--- config.mk ---
export PLATFORM = sky130hd
export DESIGN_NAME = ycbcr_to_rgb
export DESIGN_NICKNAME = d
export VERILOG_FILES = /design/src/rtl/ycbcr_to_rgb.sv
export SDC_FILE = /design/constraint.sdc
export NUM_CORES = 1
export LEC_CHECK = 0
export CORE_AREA = 2 2 137 139
export CTS_BUF_LIST = sky130_fd_sc_hd__clkbuf_2 sky130_fd_sc_hd__clkbuf_4 sky130_fd_sc_hd__clkbuf_8
export CTS_CLUSTER_SIZE = 40
export DETAILED_ROUTE_END_ITERATION = 10
export DIE_AREA = 0 0 139 141
export PLACE_DENSITY_LB_ADDON = 0.08
export SLEW_MARGIN = 0
export SYNTH_ARGS = -nofsm -noshare
export SYNTH_HDL_FRONTEND = slang
export SYNTH_SLANG_ARGS = --single-unit
export TNS_END_PERCENT = 5
--- constraint.sdc ---
create_clock -name clk_in -period 10.45 [get_ports clk_in]
set_input_delay 1.045 -clock clk_in [delete_from_list [all_inputs] [get_ports clk_in]]
set_output_delay 1.045 -clock clk_in [all_outputs]
set_load 0.03 [all_outputs]
--- src/rtl/ycbcr_to_rgb.sv ---
`default_nettype none
// ============================================================================
// Module   : ycbcr_to_rgb
// Purpose  : Full-range BT.601 (JPEG) YCbCr to 8-bit RGB converter.
//            Three-stage fixed-point pipeline with valid/ready handshakes on
//            both sides and per-channel saturation to 0..255.
//
// Ports    : clk_in        - system clock, rising edge
//            rst_n_in      - asynchronous active-low reset
//            y_in          - luma, unsigned 0..255
//            cb_in/cr_in   - chroma, unsigned, offset 128
//            valid_in      - input beat present
//            ready_out     - block accepts a beat this cycle
//            red_out/green_out/blue_out - converted pixel
//            valid_out     - output beat present
//            ready_in      - downstream accepts the output beat
//            sat_count_out - clipped-beat counter  (YCBCR2RGB_SAT_CNT_EN only)
//            sat_clr_in    - synchronous counter clear (YCBCR2RGB_SAT_CNT_EN only)
//
// Build option:
//            YCBCR2RGB_SAT_CNT_EN - when defined, adds a saturating 16-bit
//            counter of output beats in which any channel was clipped.
//            The datapath is identical in both builds.
//
// Revision : 1.0 - initial release
// ============================================================================
module ycbcr_to_rgb #(
    // Coefficients below are scaled for 8 fraction bits; other values are
    // not supported.
    parameter int FRAC_BITS = 8
) (
    input  logic        clk_in,
    input  logic        rst_n_in,
    input  logic [7:0]  y_in,
    input  logic [7:0]  cb_in,
    input  logic [7:0]  cr_in,
    input  logic        valid_in,
    output logic        ready_out,
    output logic [7:0]  red_out,
    output logic [7:0]  green_out,
    output logic [7:0]  blue_out,
    output logic        valid_out,
    input  logic        ready_in
`ifdef YCBCR2RGB_SAT_CNT_EN
    ,
    output logic [15:0] sat_count_out,
    input  logic        sat_clr_in
`endif
);

    // ------------------------------------------------------------------------
    // Constants
    // ------------------------------------------------------------------------
    localparam logic signed [8:0]  c_CENTER = 9'sd128;
    localparam logic signed [17:0] c_K_R    = 18'sd359;   // 1.402 * 256
    localparam logic signed [17:0] c_K_GB   = 18'sd88;    // 0.344 * 256
    localparam logic signed [17:0] c_K_GR   = 18'sd183;   // 0.714 * 256
    localparam logic signed [17:0] c_K_B    = 18'sd454;   // 1.772 * 256
    localparam logic signed [19:0] c_ROUND  = 20'sd1 <<< (FRAC_BITS - 1);

    // ------------------------------------------------------------------------
    // Clip a signed, already-shifted channel value into 0..255.
    // ------------------------------------------------------------------------
    function automatic logic [7:0] f_clip(input logic signed [19:0] v);
        logic [7:0] res;
        if (v < 20'sd0) begin
            res = 8'd0;
        end else if (v > 20'sd255) begin
            res = 8'hFF;
        end else begin
            res = v[7:0];
        end
        return res;
    endfunction

    // ------------------------------------------------------------------------
    // Global stall: the whole pipe moves together. It may advance whenever the
    // output register is empty or is being drained this cycle, so bubbles are
    // carried through rather than squeezed out.
    // ------------------------------------------------------------------------
    logic w_en;

    assign w_en      = ready_in | ~valid_out;
    assign ready_out = w_en;

    // ------------------------------------------------------------------------
    // Stage 1: register luma and remove the chroma offset.
    // ------------------------------------------------------------------------
    logic              r_s1_valid;
    logic [7:0]        r_s1_y;
    logic signed [8:0] r_s1_dcb;
    logic signed [8:0] r_s1_dcr;
    logic signed [8:0] w_dcb;
    logic signed [8:0] w_dcr;

    assign w_dcb = $signed({1'b0, cb_in}) - c_CENTER;
    assign w_dcr = $signed({1'b0, cr_in}) - c_CENTER;

    always_ff @(posedge clk_in or negedge rst_n_in) begin
        if (!rst_n_in) begin
            r_s1_valid <= 1'b0;
            r_s1_y     <= '0;
            r_s1_dcb   <= '0;
            r_s1_dcr   <= '0;
        end else if (w_en) begin
            r_s1_valid <= valid_in;
            r_s1_y     <= y_in;
            r_s1_dcb   <= w_dcb;
            r_s1_dcr   <= w_dcr;
        end
    end

    // ------------------------------------------------------------------------
    // Stage 2: chroma products and the luma term scaled to the product grid.
    // Largest magnitude is 454*128 = 58112, which fits an 18-bit signed value.
    // ------------------------------------------------------------------------
    logic                r_s2_valid;
    logic [16:0]         r_s2_y;
    logic signed [17:0]  r_s2_pr;
    logic signed [17:0]  r_s2_pgb;
    logic signed [17:0]  r_s2_pgr;
    logic signed [17:0]  r_s2_pb;
    logic signed [17:0]  w_dcb_x;
    logic signed [17:0]  w_dcr_x;
    logic signed [17:0]  w_pr;
    logic signed [17:0]  w_pgb;
    logic signed [17:0]  w_pgr;
    logic signed [17:0]  w_pb;
    logic [16:0]         w_y_sh;

    assign w_dcb_x = 18'(r_s1_dcb);
    assign w_dcr_x = 18'(r_s1_dcr);
    assign w_pr    = c_K_R  * w_dcr_x;
    assign w_pgb   = c_K_GB * w_dcb_x;
    assign w_pgr   = c_K_GR * w_dcr_x;
    assign w_pb    = c_K_B  * w_dcb_x;
    assign w_y_sh  = 17'(r_s1_y) << FRAC_BITS;

    always_ff @(posedge clk_in or negedge rst_n_in) begin
        if (!rst_n_in) begin
            r_s2_valid <= 1'b0;
            r_s2_y     <= '0;
            r_s2_pr    <= '0;
            r_s2_pgb   <= '0;
            r_s2_pgr   <= '0;
            r_s2_pb    <= '0;
        end else if (w_en) begin
            r_s2_valid <= r_s1_valid;
            r_s2_y     <= w_y_sh;
            r_s2_pr    <= w_pr;
            r_s2_pgb   <= w_pgb;
            r_s2_pgr   <= w_pgr;
            r_s2_pb    <= w_pb;
        end
    end

    // ------------------------------------------------------------------------
    // Stage 3: sum, round half-up, arithmetic shift (floor) and clip.
    // ------------------------------------------------------------------------
    logic signed [19:0] w_y20;
    logic signed [19:0] w_pr20;
    logic signed [19:0] w_pgb20;
    logic signed [19:0] w_pgr20;
    logic signed [19:0] w_pb20;
    logic signed [19:0] w_sum_r;
    logic signed [19:0] w_sum_g;
    logic signed [19:0] w_sum_b;
    logic signed [19:0] w_q_r;
    logic signed [19:0] w_q_g;
    logic signed [19:0] w_q_b;

    assign w_y20   = 20'(r_s2_y);
    assign w_pr20  = 20'(r_s2_pr);
    assign w_pgb20 = 20'(r_s2_pgb);
    assign w_pgr20 = 20'(r_s2_pgr);
    assign w_pb20  = 20'(r_s2_pb);

    assign w_sum_r = w_y20 + w_pr20 + c_ROUND;
    assign w_sum_g = w_y20 - w_pgb20 - w_pgr20 + c_ROUND;
    assign w_sum_b = w_y20 + w_pb20 + c_ROUND;

    assign w_q_r   = w_sum_r >>> FRAC_BITS;
    assign w_q_g   = w_sum_g >>> FRAC_BITS;
    assign w_q_b   = w_sum_b >>> FRAC_BITS;

    // Data registers load on every enabled cycle, bubble or not; consumers
    // only look at them while valid_out is high.
    always_ff @(posedge clk_in or negedge rst_n_in) begin
        if (!rst_n_in) begin
            valid_out <= 1'b0;
            red_out   <= '0;
            green_out <= '0;
            blue_out  <= '0;
        end else if (w_en) begin
            valid_out <= r_s2_valid;
            red_out   <= f_clip(w_q_r);
            green_out <= f_clip(w_q_g);
            blue_out  <= f_clip(w_q_b);
        end
    end

    // ------------------------------------------------------------------------
    // Saturation event counter
    // ------------------------------------------------------------------------
`ifdef YCBCR2RGB_SAT_CNT_EN
    // A beat counts as clipped when any channel's pre-clip value fell outside
    // 0..255 and was forced onto a bound.
    function automatic logic f_out_of_range(input logic signed [19:0] v);
        return (v < 20'sd0) || (v > 20'sd255);
    endfunction

    logic        r_s3_clip;
    logic [15:0] r_sat_cnt;
    logic        w_clip;
    logic        w_out_xfer;

    assign w_clip     = f_out_of_range(w_q_r) | f_out_of_range(w_q_g) |
                        f_out_of_range(w_q_b);
    assign w_out_xfer = valid_out & ready_in;

    // Travels alongside the stage-3 data so it describes the beat on the output.
    always_ff @(posedge clk_in or negedge rst_n_in) begin
        if (!rst_n_in) begin
            r_s3_clip <= 1'b0;
        end else if (w_en) begin
            r_s3_clip <= w_clip;
        end
    end

    // Clear has priority over increment; the count sticks at all-ones.
    always_ff @(posedge clk_in or negedge rst_n_in) begin
        if (!rst_n_in) begin
            r_sat_cnt <= '0;
        end else if (sat_clr_in) begin
            r_sat_cnt <= '0;
        end else if (w_out_xfer && r_s3_clip && (r_sat_cnt != 16'hFFFF)) begin
            r_sat_cnt <= r_sat_cnt + 16'd1;
        end
    end

    assign sat_count_out = r_sat_cnt;
`else
    // No saturation tracking in this build.
`endif

endmodule
`default_nettype wire

==> Word-level counts from Yosys, hierarchy flattened <==
Cells that the tools add are included.
{ "op_classes": {"n_addsub": 9, "n_mul": 4, "order_cmp": 6, "muxes": 6, "bitwise": 2} }
{ "ops": {"columns": ["operator", "count"], "rows": [
  ["$add 19x9->20 const B", 3],
  ["$mux 8", 6],
  ["$add 17x18->19", 2],
  ["$gt 12x9->1 const B", 3],
  ["$lt 12x1->1 const B", 3],
  ["$sub 18x18->19", 1],
  ["$mul 10x9->18 const A", 1],
  ["$mul 9x9->18 const A", 1],
  ["$sub 17x17->18", 1],
  ["$sub 8x8->9 const B", 2],
  ["$mul 9x9->17 const A", 1],
  ["$mul 5x9->14 const A", 1],
  ["$not 1->1", 1],
  ["$or 1x1->1", 1]
]} }
{ "totals": {"regBits": 128, "input_bits": 28, "output_inout_bits": 26, "wordCells": 41} }

==> Logic depth before layout (Yosys ltp) <==
{ "logic_depth": {"ltp_word": 6, "depth_mapped": 20} }

==> Least setup slack after synthesis <==
No wires, ideal clock.
{ "synth_path": {"path_type": "reg2reg", "from": "register r_s1_dcr[7]", "to": "register r_s2_pr[16]", "setup_ps": 137, "arrival_ps": 4969, "required_ps": 10313, "setup_slack_ps": 5344, "stages_incl_launch_ff": 18, "n_path_buf": 0, "period_less_slack_ps": 5106, "cell_sequence": "dfrtp_1 > inv_1 > ha_1 > ha_1 > inv_1 > fa_1 > inv_1 > fa_1 > fa_1 > ha_1 > or3_1 > o2111a_1 > a311o_1 > a31o_2 > a21o_1 > a21oi_2 > xor2_1 > a21oi_1"} }
{ "synth_between": {"elab_chain_len": 1} }
{ "synth_rtl": {"columns": ["element", "line", "rtl"], "rows": [
  ["from (decl)", "92", "logic signed [8:0] r_s1_dcr;"],
  ["from (signal assigned)", "109", "r_s1_dcr <= w_dcr;"],
  ["$mul 10x9->18", "133", "assign w_pr = c_K_R * w_dcr_x;"],
  ["to (signal assigned)", "150", "r_s2_pr <= w_pr;"],
  ["to (decl)", "119", "logic signed [17:0] r_s2_pr;"]
]} }
No other way between the ends.
A chain may end at the register's enable or synchronous reset.

==> Worst setup path after layout <==
Ends and elaborated chain as after synthesis.

==> qor.txt <==
Detailed Route WL: 22600 um
Data required time of the worst path: 10.75 ns
Seq/Total Area, Yosys: 26.5%
Vert. Die Dim: 141 um
TritonCTS clock tree: yes
Final hold viol count: 0
Register-to-register path setup slack: 4.85 ns
Setup CP Type: flop to flop
Crit path launch: r_s1_dcr[7]$_DFFE_PN0P_
Cts bufs inserted: 17
Maximum level of the CTS H-tree: 4
Outcome: complete, no violations
Slowest cell on the critical path: sky130_fd_sc_hd__dfrtp_1
Width of the die: 139 um
Combined area of all synthesized cells: 0.0107 mm2
Starting utilization of the core area: 58.4%
Total global routing track utilization: 24.7%
Cell-by-cell listing of the critical path: inv_1, ha_1, ha_1, inv_1, fa_1, inv_1, fa_1, fa_1, ha_1, or3_1, o2111a_1, a311o_1, a31o_2, a21o_1, a21oi_2, xor2_1, a21oi_1
Routed via count divided by cell count: 5.45
Post-synth EDFFs: 0
Number of remaining DRC errors: 0
Gate count of the mapped netlist: 1153
Final non-filler cell total: 1450
Min Clock Period, post-route: 5.60 ns
CP Capture Type: flop
Final critical-path share of the clock period: 53.6%
Post-route antenna net violation count: 0
Via count: 7904
Worst r2r src: r_s1_dcr[7]$_DFFE_PN0P_
Number of input and output port buffers inserted: 53
Main flop type after synthesis: sky130_fd_sc_hd__dfrtp_1
Site Rows: 50
Relative area change from synthesis to final layout: 11.1%
Arr. time, crit path: 5.90 ns
Setup violations, final: 0
Count of different cell masters after synthesis: 60
Count of hold-fix buffers inserted at cts: 0
Overflow after GRT: 0
#FFs+latches synth: 113
Wire length of the first global-routing pass: 38700 um
Synth warnings: 0
Critical path buffers and inverters: 3
Final nets: 1493
Setup fix buffers added after clock tree synthesis: 0
Number of instances resized during post-cts repair: 0
Total Die Area: 0.0196 mm2
Largest net degree at the start of global routing: 84
Area of the core: 0.0183 mm2
Worst Max-Slew Pin Slew: 0.825 ns
Gpl congestion: 0.900
Remaining max-slew budget at the tightest pin: 45.0%
Number of primary I/O pins: 54
Number of pins with negative max-slew slack in the final report: 0
Asr flop ratio synth: 100%
Max-capacitance violation count: 0
Setup_tns: 0 ns
Critical-path maximum fanout: 14
Post-Place Cells: 1418
Initial antenna violation count: 0
Share of cells above drive strength 1: 4.36%
Maximum cell stage delay along the critical path: 0.77 ns
Cell Area, Placed: 0.0114 mm2
Worst skew pair latency: 0.45 ns
Average routed wire per standard cell: 15.6 um
Final clock skew: 0.0149 ns
Fmax: 0.179 GHz
Detailed-routing iteration count for the pre-antenna-repair pass: 5
Placed wire-length estimate: 17900 um
Kind of launch point of the worst setup path: flop
Commonest cells after routing, fill and taps aside: 194 x sky130_fd_sc_hd__ha_1, 189 x sky130_fd_sc_hd__inv_1, 130 x sky130_fd_sc_hd__nand2_1
Number of design-rule violations left by the first detailed-router iteration: 399
Start point of the worst hold path: r_s1_y[4]$_DFFE_PN0P_
Layout Cell Area excl Fill: 0.0119 mm2
Most common cell after layout, fill and taps aside: sky130_fd_sc_hd__ha_1
Setup repair after global routing missed its margin: false
Syn_nets: 1443
Synth Area per Inst: 9.25 um2
Clk pin slew, worst setup/hold paths: 0.07 ns
Max clock buf depth: 2
CTS root buffer: sky130_fd_sc_hd__clkbuf_8
Dominant delay contributor by cell family on the critical path: adder cells
Worst hold margin: 0.476 ns
Via count of the first global-routing pass: 7786
Total number of clock tree sinks: 113
Class of the worst hold path: flop to flop
Inserted Diodes: 0
[flip-flops by register name, summed over array words and instances, names as in the netlist]
signal	flops
blue_out	8
green_out	8
r_s1_dcb	8
r_s1_dcr	8
r_s1_valid	1
r_s1_y	8
r_s2_pb	14
r_s2_pgb	11
r_s2_pgr	14
r_s2_pr	15
r_s2_valid	1
r_s2_y	8
red_out	8
valid_out	1
[worst reg2reg max path: cells and delay by family (launching register included)]
family                   cells  cell delay [ns]
adder cells (fa/ha/maj)      6             2.36
AO/OA/AOI/OAI                6             1.41
flip-flops                   1             0.77
buffers and inverters        3             0.39
AND/OR/NAND/NOR              1             0.37
XOR/XNOR                     1             0.15
[stage by stage]
| step | setup slack (ns) | utilization (%) |
|---|---|---|
| 2_1_floorplan | 5.34 | - |
| 3_3_place_gp | 4.95 | 62.6 |
| 5_1_grt | 4.49 | 64.9 |
| 4_1_cts | 4.81 | 64.9 |
| 3_5_place_dp | 4.84 | 62.6 |
| 6_report | 4.85 | 64.9 |
[area by class of cell]
cell class,count,area (um2)
fillers,1562,6410
clock buffers,20,269
clock inverters,12,156
inverters,190,716
multi-input cells,824,7040
flip-flops and latches,113,2830
well taps,234,293
repair buffers,57,558
[cells in the mapped netlist, types with 3 or more instances]
| master | n | share of area, % |
|---|---|---|
| sky130_fd_sc_hd__nor2_1 | 53 | 1.9 |
| sky130_fd_sc_hd__nand4_1 | 4 | 0.23 |
| sky130_fd_sc_hd__inv_1 | 189 | 6.6 |
| sky130_fd_sc_hd__o31ai_1 | 5 | 0.35 |
| sky130_fd_sc_hd__o41ai_1 | 3 | 0.25 |
| sky130_fd_sc_hd__o21a_1 | 4 | 0.28 |
| sky130_fd_sc_hd__a22oi_1 | 14 | 0.99 |
| sky130_fd_sc_hd__dfrtp_1 | 113 | 27 |
| sky130_fd_sc_hd__clkbuf_1 | 25 | 0.88 |
| sky130_fd_sc_hd__a31oi_1 | 6 | 0.35 |
| sky130_fd_sc_hd__and3_1 | 3 | 0.18 |
| sky130_fd_sc_hd__o21bai_1 | 4 | 0.28 |
| sky130_fd_sc_hd__nand2b_1 | 6 | 0.35 |
| sky130_fd_sc_hd__o21ai_1 | 43 | 2.0 |
| sky130_fd_sc_hd__nor2b_1 | 9 | 0.53 |
| sky130_fd_sc_hd__nand3b_1 | 4 | 0.28 |
| sky130_fd_sc_hd__and2_1 | 3 | 0.18 |
| sky130_fd_sc_hd__a211oi_1 | 7 | 0.49 |
| sky130_fd_sc_hd__a21oi_1 | 70 | 3.3 |
| sky130_fd_sc_hd__o21ai_0 | 11 | 0.52 |
| sky130_fd_sc_hd__a221o_1 | 9 | 0.84 |
| sky130_fd_sc_hd__nand3_1 | 20 | 0.94 |
| sky130_fd_sc_hd__nand2_1 | 130 | 4.6 |
| sky130_fd_sc_hd__fa_1 | 68 | 13 |
| sky130_fd_sc_hd__or3_1 | 10 | 0.59 |
| sky130_fd_sc_hd__o211ai_1 | 7 | 0.49 |
| sky130_fd_sc_hd__nor3_1 | 12 | 0.56 |
| sky130_fd_sc_hd__or2_2 | 9 | 0.53 |
| sky130_fd_sc_hd__a21o_1 | 17 | 1.2 |
| sky130_fd_sc_hd__ha_1 | 194 | 23 |
| sky130_fd_sc_hd__xor2_1 | 25 | 2.1 |
| sky130_fd_sc_hd__xnor2_1 | 38 | 3.1 |
[cells by family after synthesis]
logic type | count (synthesis) | share of synthesized area (%)
AND/OR/NAND/NOR | 272 | 11.5
adder cells (fa/ha/maj) | 262 | 35.5
AO/OA/AOI/OAI | 225 | 13.6
buffers and inverters | 216 | 7.60
flip-flops | 113 | 26.5
XOR/XNOR | 63 | 5.17
multiplexers | 2 | 0.188
[final timing paths]
check                                                to  cells past startpoint
worst max-delay path            r_s2_pr[16]$_DFFE_PN0P_                     17
worst min-delay path              r_s1_y[4]$_DFFE_PN0P_                      2
worst max register to register  r_s2_pr[16]$_DFFE_PN0P_                     17
worst min register to register    r_s1_y[4]$_DFFE_PN0P_                      2
max in group asynchronous       r_s2_pgr[7]$_DFFE_PN0P_                      2
min in group asynchronous        r_s2_valid$_DFFE_PN0P_                      1
[routing by layer]
layer | vias up | track usage (%) | share of wire, % | wire length (um)
met5 | - | 0 | 0 | 0
met4 | 0 | 6.80 | 1.8 | 418
met3 | 25 | 3.74 | 3.8 | 859
met2 | 139 | 39.5 | 45 | 10200
met1 | 3769 | 35.3 | 49 | 11100
li1 | 3971 | - | - | -
Power is left out: the tool's default activity adds up to more than one toggle a clock period on the data nets, which glitch-free logic cannot reach.
